**config.mk**
```make
export PLATFORM = sky130hd
export DESIGN_NAME = i2c_request_arbiter_flat
export DESIGN_NICKNAME = d
export VERILOG_FILES = /design/src/rtl/i2c_request_arbiter_if.sv /design/src/rtl/i2c_request_arbiter.sv /design/src/flat_wrapper.sv
export SDC_FILE = /design/constraint.sdc
export NUM_CORES = 1
export LEC_CHECK = 0
export ABC_CLOCK_PERIOD_IN_PS = 4000
export CAP_MARGIN = 20
export CORE_MARGIN = 3
export CORE_UTILIZATION = 44
export CTS_CLUSTER_SIZE = 25
export DETAILED_ROUTE_END_ITERATION = 6
export PLACE_DENSITY_LB_ADDON = 0.2
export SETUP_SLACK_MARGIN = 0.3
export SLEW_MARGIN = 20
export SYNTH_ARGS = -nofsm -noshare
export SYNTH_HDL_FRONTEND = slang
export SYNTH_SLANG_ARGS = --single-unit
```
**constraint.sdc**
```tcl
create_clock -name clock -period 4 [get_ports clock]
set_input_delay 0.8 -clock clock [delete_from_list [all_inputs] [get_ports clock]]
set_output_delay 0.8 -clock clock [all_outputs]
set_load 0.02 [all_outputs]
```
**src/rtl/i2c_request_arbiter_if.sv**
```systemverilog
// Request/grant/completion bundle between requesters, the shared I2C transmitter and the arbiter.
// master = requester/transmitter side, slave = arbiter side.
interface i2c_request_arbiter_if #(
  parameter int NUM_REQ = 4
);
  logic [NUM_REQ-1:0] req;
  logic [NUM_REQ-1:0] grant;
  logic               trans_start;
  logic               xmit_done;
  logic [NUM_REQ-1:0] done;
  logic               xmit_abort;
  logic [NUM_REQ-1:0] timeout_err;
  logic               busy;

  modport master (
    output req, xmit_done,
    input  grant, trans_start, done, xmit_abort, timeout_err, busy
  );

  modport slave (
    input  req, xmit_done,
    output grant, trans_start, done, xmit_abort, timeout_err, busy
  );
endinterface

```
**src/rtl/i2c_request_arbiter.sv**
```systemverilog
// Round-robin owner of a shared I2C transmitter: grant 1 cycle after req, trans_start 2 cycles after, then hold until xmit_done.
// No backpressure on req (level, held by requester); optional BUSY watchdog under I2C_ARB_TIMEOUT_EN aborts with timeout_err.
module i2c_request_arbiter #(
  parameter int          NUM_REQ = 4,
  parameter logic [15:0] TIMEOUT = 16'd50000
) (
  input logic                    clock,
  input logic                    reset_n,
  i2c_request_arbiter_if.slave   bus
);

  localparam int IDX_W = $clog2(NUM_REQ);

  typedef enum logic [4:0] {
    IDLE    = 5'b00001,
    GRANT   = 5'b00010,
    START   = 5'b00100,
    BUSY    = 5'b01000,
    RELEASE = 5'b10000
  } state_t;

  state_t             state_q, state_d;
  logic [IDX_W-1:0]   owner_q, owner_d;
  logic [IDX_W-1:0]   last_owner_q, last_owner_d;
  logic               win_vld;
  logic [IDX_W-1:0]   win_idx;
  logic [NUM_REQ-1:0] grant_c;
  logic               trans_start_c;
  logic [NUM_REQ-1:0] done_c;

`ifdef I2C_ARB_TIMEOUT_EN
  logic [15:0]        cnt_q, cnt_d;
  logic               abort_q, abort_d;
  logic               abort_c;
  logic [NUM_REQ-1:0] terr_c;
`else
  logic unused_timeout;
  assign unused_timeout = ^TIMEOUT;
`endif

  // Search starts one past the previous owner so every requester is served in turn.
  always_comb begin
    logic [IDX_W-1:0] cand;
    cand    = '0;
    win_vld = 1'b0;
    win_idx = last_owner_q;
    for (int k = 1; k <= NUM_REQ; k++) begin
      cand = last_owner_q + IDX_W'(k);
      if (!win_vld && bus.req[cand]) begin
        win_vld = 1'b1;
        win_idx = cand;
      end
    end
  end

  always_ff @(posedge clock or negedge reset_n) begin
    if (!reset_n) begin
      state_q      <= IDLE;
      owner_q      <= '0;
      last_owner_q <= IDX_W'(NUM_REQ - 1);
`ifdef I2C_ARB_TIMEOUT_EN
      cnt_q        <= '0;
      abort_q      <= 1'b0;
`endif
    end else begin
      state_q      <= state_d;
      owner_q      <= owner_d;
      last_owner_q <= last_owner_d;
`ifdef I2C_ARB_TIMEOUT_EN
      cnt_q        <= cnt_d;
      abort_q      <= abort_d;
`endif
    end
  end

  always_comb begin
    state_d       = state_q;
    owner_d       = owner_q;
    last_owner_d  = last_owner_q;
    grant_c       = '0;
    trans_start_c = 1'b0;
    done_c        = '0;
`ifdef I2C_ARB_TIMEOUT_EN
    cnt_d         = cnt_q;
    abort_d       = abort_q;
    abort_c       = 1'b0;
    terr_c        = '0;
`endif
    case (state_q)
      IDLE: begin
        if (win_vld) begin
          owner_d = win_idx;
          state_d = GRANT;
        end
      end
      GRANT: begin
        grant_c[owner_q] = 1'b1;
        state_d          = START;
      end
      START: begin
        grant_c[owner_q] = 1'b1;
        trans_start_c    = 1'b1;
`ifdef I2C_ARB_TIMEOUT_EN
        cnt_d            = '0;
        abort_d          = 1'b0;
`endif
        state_d          = BUSY;
      end
      BUSY: begin
        grant_c[owner_q] = 1'b1;
        // Completion wins over a watchdog expiry in the same cycle.
        if (bus.xmit_done) begin
          state_d = RELEASE;
        end
`ifdef I2C_ARB_TIMEOUT_EN
        else if (cnt_q == TIMEOUT - 16'd1) begin
          abort_c = 1'b1;
          abort_d = 1'b1;
          state_d = RELEASE;
        end else begin
          cnt_d = cnt_q + 16'd1;
        end
`endif
      end
      RELEASE: begin
`ifdef I2C_ARB_TIMEOUT_EN
        if (abort_q) terr_c[owner_q] = 1'b1;
        else         done_c[owner_q] = 1'b1;
        abort_d = 1'b0;
`else
        done_c[owner_q] = 1'b1;
`endif
        last_owner_d = owner_q;
        state_d      = IDLE;
      end
      default: state_d = IDLE;
    endcase
  end

  assign bus.grant       = grant_c;
  assign bus.trans_start = trans_start_c;
  assign bus.done        = done_c;
  assign bus.busy        = (state_q != IDLE);
`ifdef I2C_ARB_TIMEOUT_EN
  assign bus.xmit_abort  = abort_c;
  assign bus.timeout_err = terr_c;
`else
  assign bus.xmit_abort  = 1'b0;
  assign bus.timeout_err = '0;
`endif

endmodule
```
**src/flat_wrapper.sv**
```systemverilog
// flat-port wrapper written by rule: the top's interface ports become plain ports
module i2c_request_arbiter_flat 
#(
  parameter int          NUM_REQ = 4,
  parameter logic [15:0] TIMEOUT = 16'd50000
)
  (clock, reset_n, bus_req, bus_xmit_done, bus_grant, bus_trans_start, bus_done, bus_xmit_abort, bus_timeout_err, bus_busy);
  i2c_request_arbiter_if #(.NUM_REQ(NUM_REQ)) bus_i ();
  input logic clock;
  input logic reset_n;
  input wire logic [$bits(bus_i.req)-1:0] bus_req;
  input wire logic [$bits(bus_i.xmit_done)-1:0] bus_xmit_done;
  output wire logic [$bits(bus_i.grant)-1:0] bus_grant;
  output wire logic [$bits(bus_i.trans_start)-1:0] bus_trans_start;
  output wire logic [$bits(bus_i.done)-1:0] bus_done;
  output wire logic [$bits(bus_i.xmit_abort)-1:0] bus_xmit_abort;
  output wire logic [$bits(bus_i.timeout_err)-1:0] bus_timeout_err;
  output wire logic [$bits(bus_i.busy)-1:0] bus_busy;
  assign bus_i.req = bus_req;
  assign bus_i.xmit_done = bus_xmit_done;
  assign bus_grant = bus_i.grant;
  assign bus_trans_start = bus_i.trans_start;
  assign bus_done = bus_i.done;
  assign bus_xmit_abort = bus_i.xmit_abort;
  assign bus_timeout_err = bus_i.timeout_err;
  assign bus_busy = bus_i.busy;
  i2c_request_arbiter #(.NUM_REQ(NUM_REQ), .TIMEOUT(TIMEOUT)) u_core (.clock(clock), .reset_n(reset_n), .bus(bus_i));
endmodule
```
# Yosys cells after proc, flatten, opt, wreduce, memory -nomap -nowiden
# Cells that the tools add are included.
# W data, S select, Z words.
dict set report classes {
  n_lt_le_gt_ge 6
  n_eq_ne 8
  n_mux 24
  n_addsub 3
  n_reduce_logical 10
}
# operator count
set op_table {}
lappend op_table {{$pmux W5 S4} 1}
lappend op_table {{$lt A2 B3 Y1 const B} 5}
lappend op_table {{$mux W1} 10}
lappend op_table {{$mux W5} 2}
lappend op_table {{$bmux W1 S2} 4}
lappend op_table {{$mux W2} 4}
lappend op_table {{$mux W4} 2}
lappend op_table {{$eq A5 B1 Y1 const B} 1}
lappend op_table {{$eq A5 B2 Y1 const B} 1}
lappend op_table {{$eq A5 B3 Y1 const B} 1}
lappend op_table {{$eq A5 B4 Y1 const B} 1}
lappend op_table {{$eq A5 B5 Y1 const B} 1}
lappend op_table {{$ne A5 B1 Y1 const B} 1}
lappend op_table {{$add A2 B2 Y2 const B} 2}
lappend op_table {{$logic_and A1 B1 Y1} 4}
lappend op_table {{$reduce_and A2 Y1} 2}
lappend op_table {{$logic_not A1 Y1} 3}
lappend op_table {{$reduce_or A3 Y1} 1}
lappend op_table {{$add A2 B1 Y2 const B} 1}
lappend op_table {{$demux W1 S2} 1}
lappend op_table {{$ge A2 B1 Y1 const B} 1}
lappend op_table {{$ne A2 B1 Y1 const B} 1}
lappend op_table {{$ne A2 B2 Y1 const B} 1}
dict set report word_totals {
  regBits 9
  in_bits 7
  out_inout_bits 15
  word_cells 54
}

# Longest topological paths before layout
dict set report logic_depth {
  word_depth 15
  depth_mapped 4
  mapped_depth_nobuf 4
}

# Worst setup path after synthesis
# Ideal clock, no wire load.
dict set report synth_timing {
  path_kind {reg-to-output}
  from {reg u_core.state_q[3]}
  to {out bus_done[0]}
  arrival_ns 1.395
  n_path_buf 0
  setup_slack_ns 1.805
  required_time_ns 3.200
  stages_incl_launch_ff 4
  cell_sequence {dfrtp_1 -> nor3_2 -> nand3b_1 -> nor3_1}
}
dict set report synth_via {
  elab_chain_len 2
}
# item line
set synth_lines {}
lappend synth_lines {{from (decl)} i2c_request_arbiter.sv:22} ;# state_t state_q, state_d;
lappend synth_lines {{from (signal assigned)} i2c_request_arbiter.sv:66} ;# state_q <= state_d;
lappend synth_lines {{$eq A5 B5 Y1} i2c_request_arbiter.sv:89} ;# case (state_q)
lappend synth_lines {{$mux W4} i2c_request_arbiter.sv:89}
lappend synth_lines {{to (decl)} flat_wrapper.sv:15} ;# output wire logic [$bits(bus_i.done)-1:0] bus_done;
# No other way between the ends.

# Worst setup path in the final report
# Ends and elaborated chain as after synthesis.

==> results.cfg <==
[place]
port_buffers = 16
detailedPlacementHpwl_um = 991
detailedPlace.worstSlack_ns = 1.34
post_dp_cell_area_um2 = 727
placed_cells = 90
gp_congestion = 0.731

[synth]
synth-edff-count = 0
seq_area_frac_synth_pct = 40.0
ys_seq_elements = 9
synth_cells = 61
mappedNetlistArea_um2 = 572
number_of_library_cell_types_mapped_by_synthesis = 27
avgSynthCellArea_um2 = 9.37
ys_warn_count = 0
dominantRegCellSynth = sky130_fd_sc_hd__dfrtp_1
ys_async_sr_fraction_pct = 100

[worst_hold_path]
worstHoldPathType = flop to flop

[cts]
clock-sinks = 9
cts.path.max_buffers = 2
cts.reportedPaths.clkPinSlew_ns = 0.06
total_cts_buffers = 3
cts_tree = built
clkLatencyLatePin_ns = 0.26
htree_levels = 1
cts.hold.buffers_added = 0
post_cts_buffers = 0
clockRootBuffer = sky130_fd_sc_hd__clkbuf_4
post_cts.resized_instances = 0

[die]
num_io_pins = 22
start_util_pct = 49.5
die_h_um = 42.1
num_rows = 12
core_um2 = 1160
die_w_um = 42.1
design.die.area_um2 = 1770

[power]
power.leakage_uw = 0.000296
power_density_nw_per_um2 = 616
irDropWorstVdd_uv = 298
total_power_uw = 464

[setup_path]
crit_path_start_kind = flop
worstSetupEndpointType = output port
timing.critical_path.slowest_cell_delay_ns = 0.63
critical_path.slowest_cell = sky130_fd_sc_hd__clkdlybuf4s50_1
critical_path_class = flop to output port
crit_chain = nor3_2 -> nand3b_1 -> nor3_1 -> clkdlybuf4s50_1
cp_data_required_time_ns = 3.20
critical_path_arrival_ns = 2.14
critical_path_peak_fanout = 7

[sta]
postLayoutSetupSlackWorst_ns = 1.06
finalClockSkew_ns = 0.00426
max_clock_freq_mhz = 340
timing_hold_violations_final = 0
layout_worst_path_cycle_share_pct = 73.6
setup_tns_ns = 0
grt_setup_unrepaired = false
drv_slew = 0
setup_viol_count_final = 0
timing.final.crit_period_ns = 2.94

[cells_and_area]
final_cell_area_um2 = 753
layoutNonFillerInstCount = 94
fin_nets = 88
insertedDiodeCount = 0
final_layout_size_suffix_gt1_share_pct = 18.8
syn2layout_area_growth_pct = 31.7

[detailed_routing]
detail_route.iter0.violations = 6
drt-pass1-iter-count = 4
postRouteAntennaNets = 0
vias = 511
avgViaCountPerCell = 5.44
drcViolationCount = 0
route.detailed.wl_per_inst_um = 12.8
route.final.wire_length_um = 1200

[global_routing]
grt_start_max_net_pins = 10
initial_antenna_violation_count = 0
grt_pass1_wl_um = 2040
groute.usage.overall_pct = 15.5
gr-total-overflow = 0
via_count_of_the_first_global_routing_pass = 472

[run_status]
outcome = finished clean

[job]
max_cap_violations = 0
[cell usage after synthesis, types with 2 or more instances]
| master | n | area (µm²) |
|---|---|---|
| sky130_fd_sc_hd__nor4_1 | 2 | 12.5 |
| sky130_fd_sc_hd__nor3_1 | 4 | 20.0 |
| sky130_fd_sc_hd__mux2_2 | 2 | 22.5 |
| sky130_fd_sc_hd__nand2_1 | 5 | 18.8 |
| sky130_fd_sc_hd__nand2b_1 | 4 | 25.0 |
| sky130_fd_sc_hd__dfrtp_1 | 6 | 150 |
| sky130_fd_sc_hd__buf_4 | 5 | 37.5 |
| sky130_fd_sc_hd__a31oi_1 | 3 | 18.8 |
| sky130_fd_sc_hd__nand3b_1 | 3 | 22.5 |
| sky130_fd_sc_hd__dfstp_2 | 3 | 78.8 |
| sky130_fd_sc_hd__nor2_1 | 8 | 30.0 |
[layer usage]
layer	global-route usage (%)	vias up	share of wire (%)	routed length (µm)
met5	0	-	0	0
met4	9.32	0	1.2	14
met3	4.29	2	5.3	63
met2	24.4	17	50	605
met1	18.7	241	43	516
li1	-	251	-	-
[flip-flops by register name, indices dropped and copies added (netlist names)]
register,flops
u_core.last_owner_q,2
u_core.owner_q,2
u_core.state_q,5
[path summary, 6_finish.rpt]
check | start | endpoint | slack (ns) | cells past startpoint
min | u_core.state_q[4]$_DFFE_PN0P_ | u_core.state_q[4]$_DFFE_PN0P_ | 0.55 | 1
max in group asynchronous | reset_n | u_core.last_owner_q[1]$_DFFE_PN1N_ | 2.83 | 1
max | u_core.state_q[3]$_DFFE_PN0P_ | bus_done[0] | 1.06 | 4
max reg2reg | u_core.state_q[3]$_DFFE_PN0P_ | u_core.last_owner_q[0]$_DFFE_PN1N_ | 2.50 | 3
min reg2reg | u_core.state_q[4]$_DFFE_PN0P_ | u_core.state_q[4]$_DFFE_PN0P_ | 0.55 | 1
min in group asynchronous | reset_n | u_core.state_q[4]$_DFFE_PN0P_ | 0.84 | 1
[layout make-up]
| class | count | area (µm²) |
|---|---|---|
| Clock buffer | 4 | 26.3 |
| Sequential cell | 9 | 229 |
| Multi-Input combinational cell | 50 | 317 |
| Timing Repair Buffer | 16 | 160 |
| Tap cell | 14 | 17.5 |
| Inverter | 1 | 3.75 |
| Fill cell | 102 | 403 |
[cells in the final DEF, fill, tap and decap left out, drive strengths merged]
| master | netlist | layout |
|---|---|---|
| dfstp | 3 | 3 |
| a21o | 1 | 1 |
| nand2b | 4 | 4 |
| nand2 | 5 | 5 |
| or3b | 1 | 1 |
| inv | 1 | 1 |
| clkdlybuf4s50 | 0 | 16 |
| clkbuf | 0 | 4 |
| nor3 | 5 | 5 |
| a2111oi | 1 | 1 |
| nor2b | 1 | 1 |
| dfrtp | 6 | 6 |
| or4 | 1 | 1 |
| nor4 | 2 | 2 |
| o21ai | 1 | 1 |
| nor2 | 8 | 8 |
| xor2 | 1 | 1 |
| mux2i | 1 | 1 |
| a31oi | 3 | 3 |
| conb | 1 | 5 |
| a32oi | 1 | 1 |
| nand3 | 1 | 1 |
| o211ai | 1 | 1 |
| nand3b | 3 | 3 |
| and2 | 1 | 1 |
| mux2 | 3 | 3 |
[where the power goes]
group          total (µW)  switching [µW]  internal, µW
logic                 212             107           105
clock network        69.2            30.8          38.4
registers             183            51.9           131
total                 464             190           274
[stage by stage]
stage | hold slack, ns | utilization, %
final | 0.549 | 65.2
after global routing | 0.574 | 65.2
after CTS | 0.548 | 65.2
after detailed placement | 0.539 | 62.9
after global placement | 0.532 | 62.9
after floorplan | 0.494 | -
[cells by family (layout without fill, tap and decap cells)]
kind of cell / count (synthesis) / in the layout / share of synthesized area, %
compound gates: 8 / 8 / 10.3
xor+xnor: 1 / 1 / 1.53
flops: 9 / 9 / 40.0
other cells: 1 / 5 / 0.656
simple gates: 32 / 32 / 31.9
buf+inv: 6 / 21 / 7.22
mux: 4 / 4 / 8.31
[worst max-delay path: cells and delay by family, from the launching register on]
family	cells	cell delay [ns]
AND/OR/NAND/NOR	3	0.82
buffers and inverters	1	0.63
flip-flops	1	0.44
(Power assumes the default switching activity.)
